`src/rtl/cpu_pipe_pkg.sv`:
```
// +--------------------------------------------------------------------+
// | cpu_pipe_pkg : shared types and constants for pipeline registers    |
// | Rev 1.0                                                             |
// +--------------------------------------------------------------------+
`default_nettype none

package cpu_pipe_pkg;

  localparam int PIPE_WIDTH_DEFAULT = 32;

  typedef enum logic [1:0] {
    EMPTY = 2'b00,
    HALF  = 2'b01,
    FULL  = 2'b11
  } skid_state_t;

endpackage

`default_nettype wire

```
`src/rtl/pipe_skid_slot.sv`:
```
// +--------------------------------------------------------------------+
// | pipe_skid_slot : one payload register with load enable, async clear |
// | Rev 1.0                                                             |
// +--------------------------------------------------------------------+
`default_nettype none

module pipe_skid_slot
  import cpu_pipe_pkg::*;
#(
  parameter int WIDTH = PIPE_WIDTH_DEFAULT
) (
  input  logic             clk,
  input  logic             clrn,
  input  logic             load,
  input  logic [WIDTH-1:0] d,
  output logic [WIDTH-1:0] q
);

  logic [WIDTH-1:0] data_q;

  always_ff @(posedge clk or negedge clrn) begin
    if (!clrn) begin
      data_q <= '0;
    end else if (load) begin
      data_q <= d;
    end
  end

  assign q = data_q;

endmodule

`default_nettype wire

```
`src/rtl/pipe_skid_reg.sv`:
```
// +--------------------------------------------------------------------+
// | pipe_skid_reg : two-entry skid buffer with registered in_ready and  |
// | synchronous flush. Optional PIPE_SKID_STALL_CNT_EN adds stall_cnt.  |
// | Rev 1.0                                                             |
// +--------------------------------------------------------------------+
`default_nettype none

module pipe_skid_reg
  import cpu_pipe_pkg::*;
#(
  parameter int WIDTH = PIPE_WIDTH_DEFAULT
) (
  input  logic             clk,
  input  logic             clrn,
  input  logic             flush,
  input  logic             in_valid,
  output logic             in_ready,
  input  logic [WIDTH-1:0] in_data,
  output logic             out_valid,
  input  logic             out_ready,
  output logic [WIDTH-1:0] out_data
`ifdef PIPE_SKID_STALL_CNT_EN
  ,
  output logic [15:0]      stall_cnt
`endif
);

  skid_state_t      state_q;
  skid_state_t      state_d;
  logic             main_load;
  logic [WIDTH-1:0] main_d;
  logic             skid_load;
  logic [WIDTH-1:0] skid_q;
  logic             accept;
  logic             consume;

  // Handshake flags derive purely from state, keeping out_ready off the in_ready path.
  assign out_valid = (state_q != EMPTY);
  assign in_ready  = (state_q != FULL);
  assign accept    = in_valid & in_ready;
  assign consume   = out_valid & out_ready;

  always_ff @(posedge clk or negedge clrn) begin
    if (!clrn) begin
      state_q <= EMPTY;
    end else begin
      state_q <= state_d;
    end
  end

  always_comb begin
    state_d   = state_q;
    main_load = 1'b0;
    main_d    = in_data;
    skid_load = 1'b0;
    case (state_q)
      EMPTY: begin
        if (accept) begin
          state_d   = HALF;
          main_load = 1'b1;
        end
      end
      HALF: begin
        if (accept && consume) begin
          main_load = 1'b1;
        end else if (accept) begin
          state_d   = FULL;
          skid_load = 1'b1;
        end else if (consume) begin
          state_d = EMPTY;
        end
      end
      FULL: begin
        if (consume) begin
          state_d   = HALF;
          main_load = 1'b1;
          main_d    = skid_q;
        end
      end
      default: state_d = EMPTY;
    endcase
    // Flush wins over any same-cycle handshake; stale payload is harmless once invalid.
    if (flush) begin
      state_d   = EMPTY;
      main_load = 1'b0;
      skid_load = 1'b0;
    end
  end

  pipe_skid_slot #(.WIDTH(WIDTH)) u_main_slot (
    .clk  (clk),
    .clrn (clrn),
    .load (main_load),
    .d    (main_d),
    .q    (out_data)
  );

  pipe_skid_slot #(.WIDTH(WIDTH)) u_skid_slot (
    .clk  (clk),
    .clrn (clrn),
    .load (skid_load),
    .d    (in_data),
    .q    (skid_q)
  );

`ifdef PIPE_SKID_STALL_CNT_EN
  logic [15:0] stall_cnt_q;

  always_ff @(posedge clk or negedge clrn) begin
    if (!clrn) begin
      stall_cnt_q <= 16'd0;
    end else if (out_valid && !out_ready && (stall_cnt_q != 16'hFFFF)) begin
      stall_cnt_q <= stall_cnt_q + 16'd1;
    end
  end

  assign stall_cnt = stall_cnt_q;
`endif

endmodule

`default_nettype wire
```
`config.mk`:
```
export PLATFORM = sky130hd
export DESIGN_NAME = pipe_skid_reg
export DESIGN_NICKNAME = d
export VERILOG_FILES = /design/src/rtl/cpu_pipe_pkg.sv /design/src/rtl/pipe_skid_slot.sv /design/src/rtl/pipe_skid_reg.sv
export SDC_FILE = /design/constraint.sdc
export NUM_CORES = 1
export LEC_CHECK = 0
export BUFFER_PORTS_ARGS = -buffer_cell sky130_fd_sc_hd__buf_2
export CAP_MARGIN = 40
export CORE_ASPECT_RATIO = 0.6
export CORE_MARGIN = 2
export CORE_UTILIZATION = 53
export DETAILED_ROUTE_END_ITERATION = 7
export PLACE_DENSITY = 0.79
export RECOVER_POWER = 25
export SLEW_MARGIN = 40
export SYNTH_ARGS = -nofsm -noshare
export SYNTH_HDL_FRONTEND = slang
export SYNTH_SLANG_ARGS = --single-unit
```
`constraint.sdc`:
```
create_clock -name clk -period 2.4 [get_ports clk]
set_clock_uncertainty 0.1 [all_clocks]
set_input_delay 0.48 -clock clk [delete_from_list [all_inputs] [get_ports clk]]
set_output_delay 0.48 -clock clk [all_outputs]
set_load 0.01 [all_outputs]
```
# After elaboration in Yosys (flattened, before gate mapping)
# Cells that the tools add are included.
[word_totals]
regBits = 66
latch_bits = 0
ram_bits = 0
mem_bits_ro = 0
out_inout_bits = 34
wordCells = 33
n_memories = 0
[classes]
add_sub_neg = 0
mul = 0
div = 0
magnitude_cmp = 0
n_eq_ne = 7
shifts = 0
n_mux = 17
bitwise_logic = 2
n_reduce_logical = 4
[ops]
columns = ["operator", "count"]
rows = [
  ["$mux W32", 2],
  ["$mux W2", 6],
  ["$ne A3 B3 Y1 const B", 3],
  ["$mux W1", 7],
  ["$pmux W2 S3", 1],
  ["$ne A4 B4 Y1 const B", 1],
  ["$reduce_and A4 Y1", 1],
  ["$pmux W1 S3", 1],
  ["$and A1 B1 Y1", 2],
  ["$eq A2 B1 Y1 const B", 1],
  ["$eq A2 B2 Y1 const B", 1],
  ["$logic_not A2 Y1", 1],
  ["$ne A2 B2 Y1 const B", 1],
  ["$reduce_bool A2 Y1", 1],
  ["$logic_and A1 B1 Y1", 1],
]

# Depth between registers and ports, before layout
[logic_depth]
depth_word = 7
ltp_mapped = 7
depth_no_buf = 6

# Cells and area by module
# A second synthesis with hierarchy kept.
[unflattened]
cells_unflattened = 202
hier_area_um2 = 3447.1
[by_module_without_submodules]
columns = ["mod", "instances", "cells_per_inst", "area_each_um2"]
rows = [
  ["pipe_skid_slot", 2, 68, 1345.0],
  ["pipe_skid_reg", 1, 66, 757.0],
]

# Worst setup path before layout
# OpenSTA, ideal clock, no wires.
[synth_timing]
path_kind = "register to register"
start = "register state_q[0]"
end = "register u_skid_slot.data_q[10] (netlist: u_skid_slot.q[10])"
t_arrival_ns = 1.648
required_ns = 2.175
setup_slack_ns = 0.527
path_stages_with_launch = 6
synth_period_minus_slack_ns = 1.873
cell_sequence = "dfrtp_1 > ha_1 > nand3b_4 > nor3b_4 > buf_6 > mux2_2"
[synth_between]
elab_chain_len = 6
elab_cells_between_ends = 10
[synth_rtl]
columns = ["element", "line", "text"]
rows = [
  ["from (decl)", "pipe_skid_reg.sv:28", "skid_state_t state_q;"],
  ["from (signal assigned)", "pipe_skid_reg.sv:47", "state_q <= state_d;"],
  ["$ne A2 B2 Y1 or $reduce_bool A2 Y1 (tied branches)", "pipe_skid_reg.sv:39, pipe_skid_reg.sv:38", ""],
  ["$and A1 B1 Y1, on equally long branches", "pipe_skid_reg.sv:40, pipe_skid_reg.sv:41", ""],
  ["$mux W1 or $logic_and A1 B1 Y1 (tied branches)", "pipe_skid_reg.sv:66, pipe_skid_reg.sv:64", ""],
  ["$mux W1", "pipe_skid_reg.sv:64", "if (accept && consume) begin"],
  ["$mux W1 (*)", "pipe_skid_reg.sv:56", "case (state_q)"],
  ["$mux W1 (*)", "pipe_skid_reg.sv:83", "if (flush) begin"],
  ["to (signal assigned)", "pipe_skid_slot.sv:23", "data_q <= '0;"],
  ["to (signal assigned)", "pipe_skid_slot.sv:25", "data_q <= d;"],
  ["to (decl)", "pipe_skid_slot.sv:19", "logic [WIDTH-1:0] data_q;"],
]
# Every way passes the cells marked *; elsewhere a longest branch is shown, timed or not.
# A chain may end at the register's enable or synchronous reset.

# Worst setup path in the final report
[layout_timing]
start = "register state_q[0]"
end = "register u_main_slot.data_q[17] (netlist: u_main_slot.q[17])"
[layout_between]
elab_chain_len = 6
elab_cells_between_ends = 15
[layout_rtl]
columns = ["element", "line"]
rows = [
  ["$ne A2 B2 Y1 or $reduce_bool A2 Y1 (tied branches)", "pipe_skid_reg.sv:39, pipe_skid_reg.sv:38"],
  ["$and A1 B1 Y1, on equally long branches", "pipe_skid_reg.sv:40, pipe_skid_reg.sv:41"],
  ["$logic_and A1 B1 Y1", "pipe_skid_reg.sv:64"],
  ["$mux W1", "pipe_skid_reg.sv:64"],
  ["$pmux W1 S3", "pipe_skid_reg.sv:56"],
  ["$mux W1", "pipe_skid_reg.sv:83"],
  ["to (signal assigned)", "pipe_skid_slot.sv:23"],
  ["to (signal assigned)", "pipe_skid_slot.sv:25"],
  ["to (decl)", "pipe_skid_slot.sv:19"],
]
# Parallel ways exist; a longest one is shown, timed or not.

==> run metrics <==
status finished, violations left; failing checks max-capacitance violations, max-slew violations; minimum clock period between 2 and 2.5 ns; Post-DP Area 3470 sq um; drt total wl 5620 um; share of cells above drive strength 1 66.4%; Reg2Reg Launch Point state_q[0]$_DFFE_PN0P_; diode count 0; Relative slew margins -4.50%; Initial Utilization between 50% and 60%; Longest Clk Path Bufs 2; mapped cell area 3030 sq um; syn avg cell area 15.5 sq um; Crit Path Max Fanout 14; 1st-pass router iterations 4; DR WL/cell 15.7 um; largest net degree at the start of global routing between 60 and 70; clock sinks 66; Layout fillers approximately 430; DP HPWL around 3900 um; clk slew on worst S/H paths around 0.07 ns; number of global-route vias before repair about 1900; grt met2 use between 20 and 30%; first-pass GRT wire length 9400 um; Worst EP required about 2.5 ns; syn_nets roughly 240; Clk Latency, worst-skew pair between 0.3 and 0.4 ns; Synth Register Bits 66; Final Non-Filler Cells around 360; setup TNS 0 ns; CP endpoint kind flip-flop; Ports 71; max-slew violation count 67; gr ovfl total 0; complex-gate fraction of the synthesized area 1.07%; grt peak-use layer met2; actual slew at the worst max-slew pin between 1.5 and 2 ns; height of the die roughly 63 um; overall routing resource usage 19.3%; Seq. cell area about 1700 sq um; Final setup violation count 0; Final Core Density between 60% and 70%; final cell area excluding filler cells 3620 sq um; Final GP Congestion between 0.8 and 0.9; initial antenna violation count 0; Min-Delay Path Class primary input to flip-flop; count leader, synth mux2_2; vias per cell approximately 5.1; Post-Synth Adder-Cell Area 1.65%; DIE WIDTH about 100 um; Post-CTS Setup Inserts 0; H-tree lvl count 3; Layout Nets 314; Async SR Flop Fraction between 90% and 100%; RSZ-0062 raised after global routing no; final hold vios 0; post-synthesis simple-gate area fraction under 10%; peak supply drop around 0.71 mV; via count approximately 1800; Synth Flop Type dfrtp_1; Resized cells post-CTS 0; Synth Area in XOR/XNOR 0%; CTS tree built; Yosys Warn Count 0; M3 GR Usage roughly 6.6%; top cells by area, synth dfrtp_1 55%, mux2_2 34%, buf_6 2.2%; multi-input logic area 1270 sq um; hold path start in_data[4]; area fraction of the dominant cell type after synthesis 54.5%; Cell Pwr Density 1150 nW/um^2; WP data arrival between 2 and 2.5 ns; Inserted Clock Buffers 9; largest family of logic cells by synthesized area multiplexers; Leakage 1.70 nW; die area 6360 sq um; synth-to-layout area growth 19.5%; residual DRC count 0; I/O Buffers 70; Post-CTS Hold Buffers 0; Tot Pwr slightly above 0.004 W; Period Utilization, post-route 87.7%; Post-Place Cells about 340; number of nets with antenna violations after routing 0; post-synthesis mux area share 36.0%; Global Route met1 Usage between 20% and 30%; top cell type by total area after synthesis dfrtp_1; Critical Path Source state_q[0]$_DFFE_PN0P_; post-synthesis sequential area ratio 54.5%; Peak Freq about 470 MHz; startpoint types flip-flop; max-cap violations 1; clk root buf clkbuf_8; Distinct cells, synth 18; number of flops mapped to enable cells by yosys 0; commonest cells in the netlist 91 x mux2_2, 66 x dfrtp_1, 6 x buf_6, 6 x mux2_1, 5 x inv_1; Worst Setup Path Type flip-flop to flip-flop; core box area 5540 sq um; Cell Rows 21; DR iter-0 viols 27; Synth Instances 196
state kept, by name, summed over array words and instances (netlist names):
| register | count |
|---|---|
| u_skid_slot.q | 32 |
| state_q | 2 |
| u_main_slot.q | 32 |
final timing paths:
path	end	slack, ns	cells after the start
max in group asynchronous	u_main_slot.q[5]$_DFFE_PN0P_	0.73	2
worst max register to register	u_main_slot.q[17]$_DFFE_PN0P_	0.29	6
worst min register to register	u_skid_slot.q[4]$_DFFE_PN0P_	0.39	1
min in group asynchronous	u_main_slot.q[26]$_DFFE_PN0P_	0.52	2
worst min-delay path	u_skid_slot.q[4]$_DFFE_PN0P_	0.29	2
worst max-delay path	u_main_slot.q[17]$_DFFE_PN0P_	0.29	6
logic make-up (layout without fill, tap and decap cells):
logic type      count (synthesis)  in the layout
buf+inv                        14             95
simple gates                   10             10
fa+ha+maj                       4              4
mux                            97             97
flops                          66             66
compound gates                  5              5
through the flow:
step,setup slack [ns],hold slack (ns)
global route,0.182,0.273
global placement,0.383,0.366
floorplan,0.527,0.0844
detailed placement,0.294,0.375
finish,0.294,0.285
CTS,0.283,0.0609
cells in the final DEF, fill, tap and decap left out, types with 3 or more instances in the layout:
cell type / instances
clkinv_2: 3
mux2_1: 6
clkbuf_8: 11
mux2_2: 91
inv_1: 5
buf_2: 70
nor2_1: 3
ha_1: 4
dfrtp_1: 66
critical path: stages, from the launching register on:
cell	delay, ns
dfrtp_1	0.40
inv_1	0.11
ha_1	0.24
nand3b_4	0.25
buf_4	0.27
mux2_2	0.37
mux2_2	0.27
routing by layer:
| layer | up-vias | wire length, um | share of wire [%] |
|---|---|---|---|
| li1 | 856 | - | - |
| met1 | 938 | 2610 | 46 |
| met2 | 38 | 2670 | 48 |
| met3 | 5 | 296 | 5.3 |
| met4 | 0 | 40 | 0.71 |
| met5 | - | 0 | 0 |
layout make-up:
| class | count | share of cell area [%] |
|---|---|---|
| sequential | 66 | 45.6 |
| multi-input combinational | 116 | 35.1 |
| timing repair buffer | 75 | 11.3 |
| clock buffer | 12 | 4.28 |
| tap | 80 | 2.76 |
| inverter | 5 | 0.518 |
| clock inverter | 3 | 0.415 |
report_power, final:
part           switching, W  internal (W)
Clock              0.000382      0.000420
Sequential         0.000273       0.00167
Combinational      0.000603      0.000802
(Power assumes the default switching activity.)
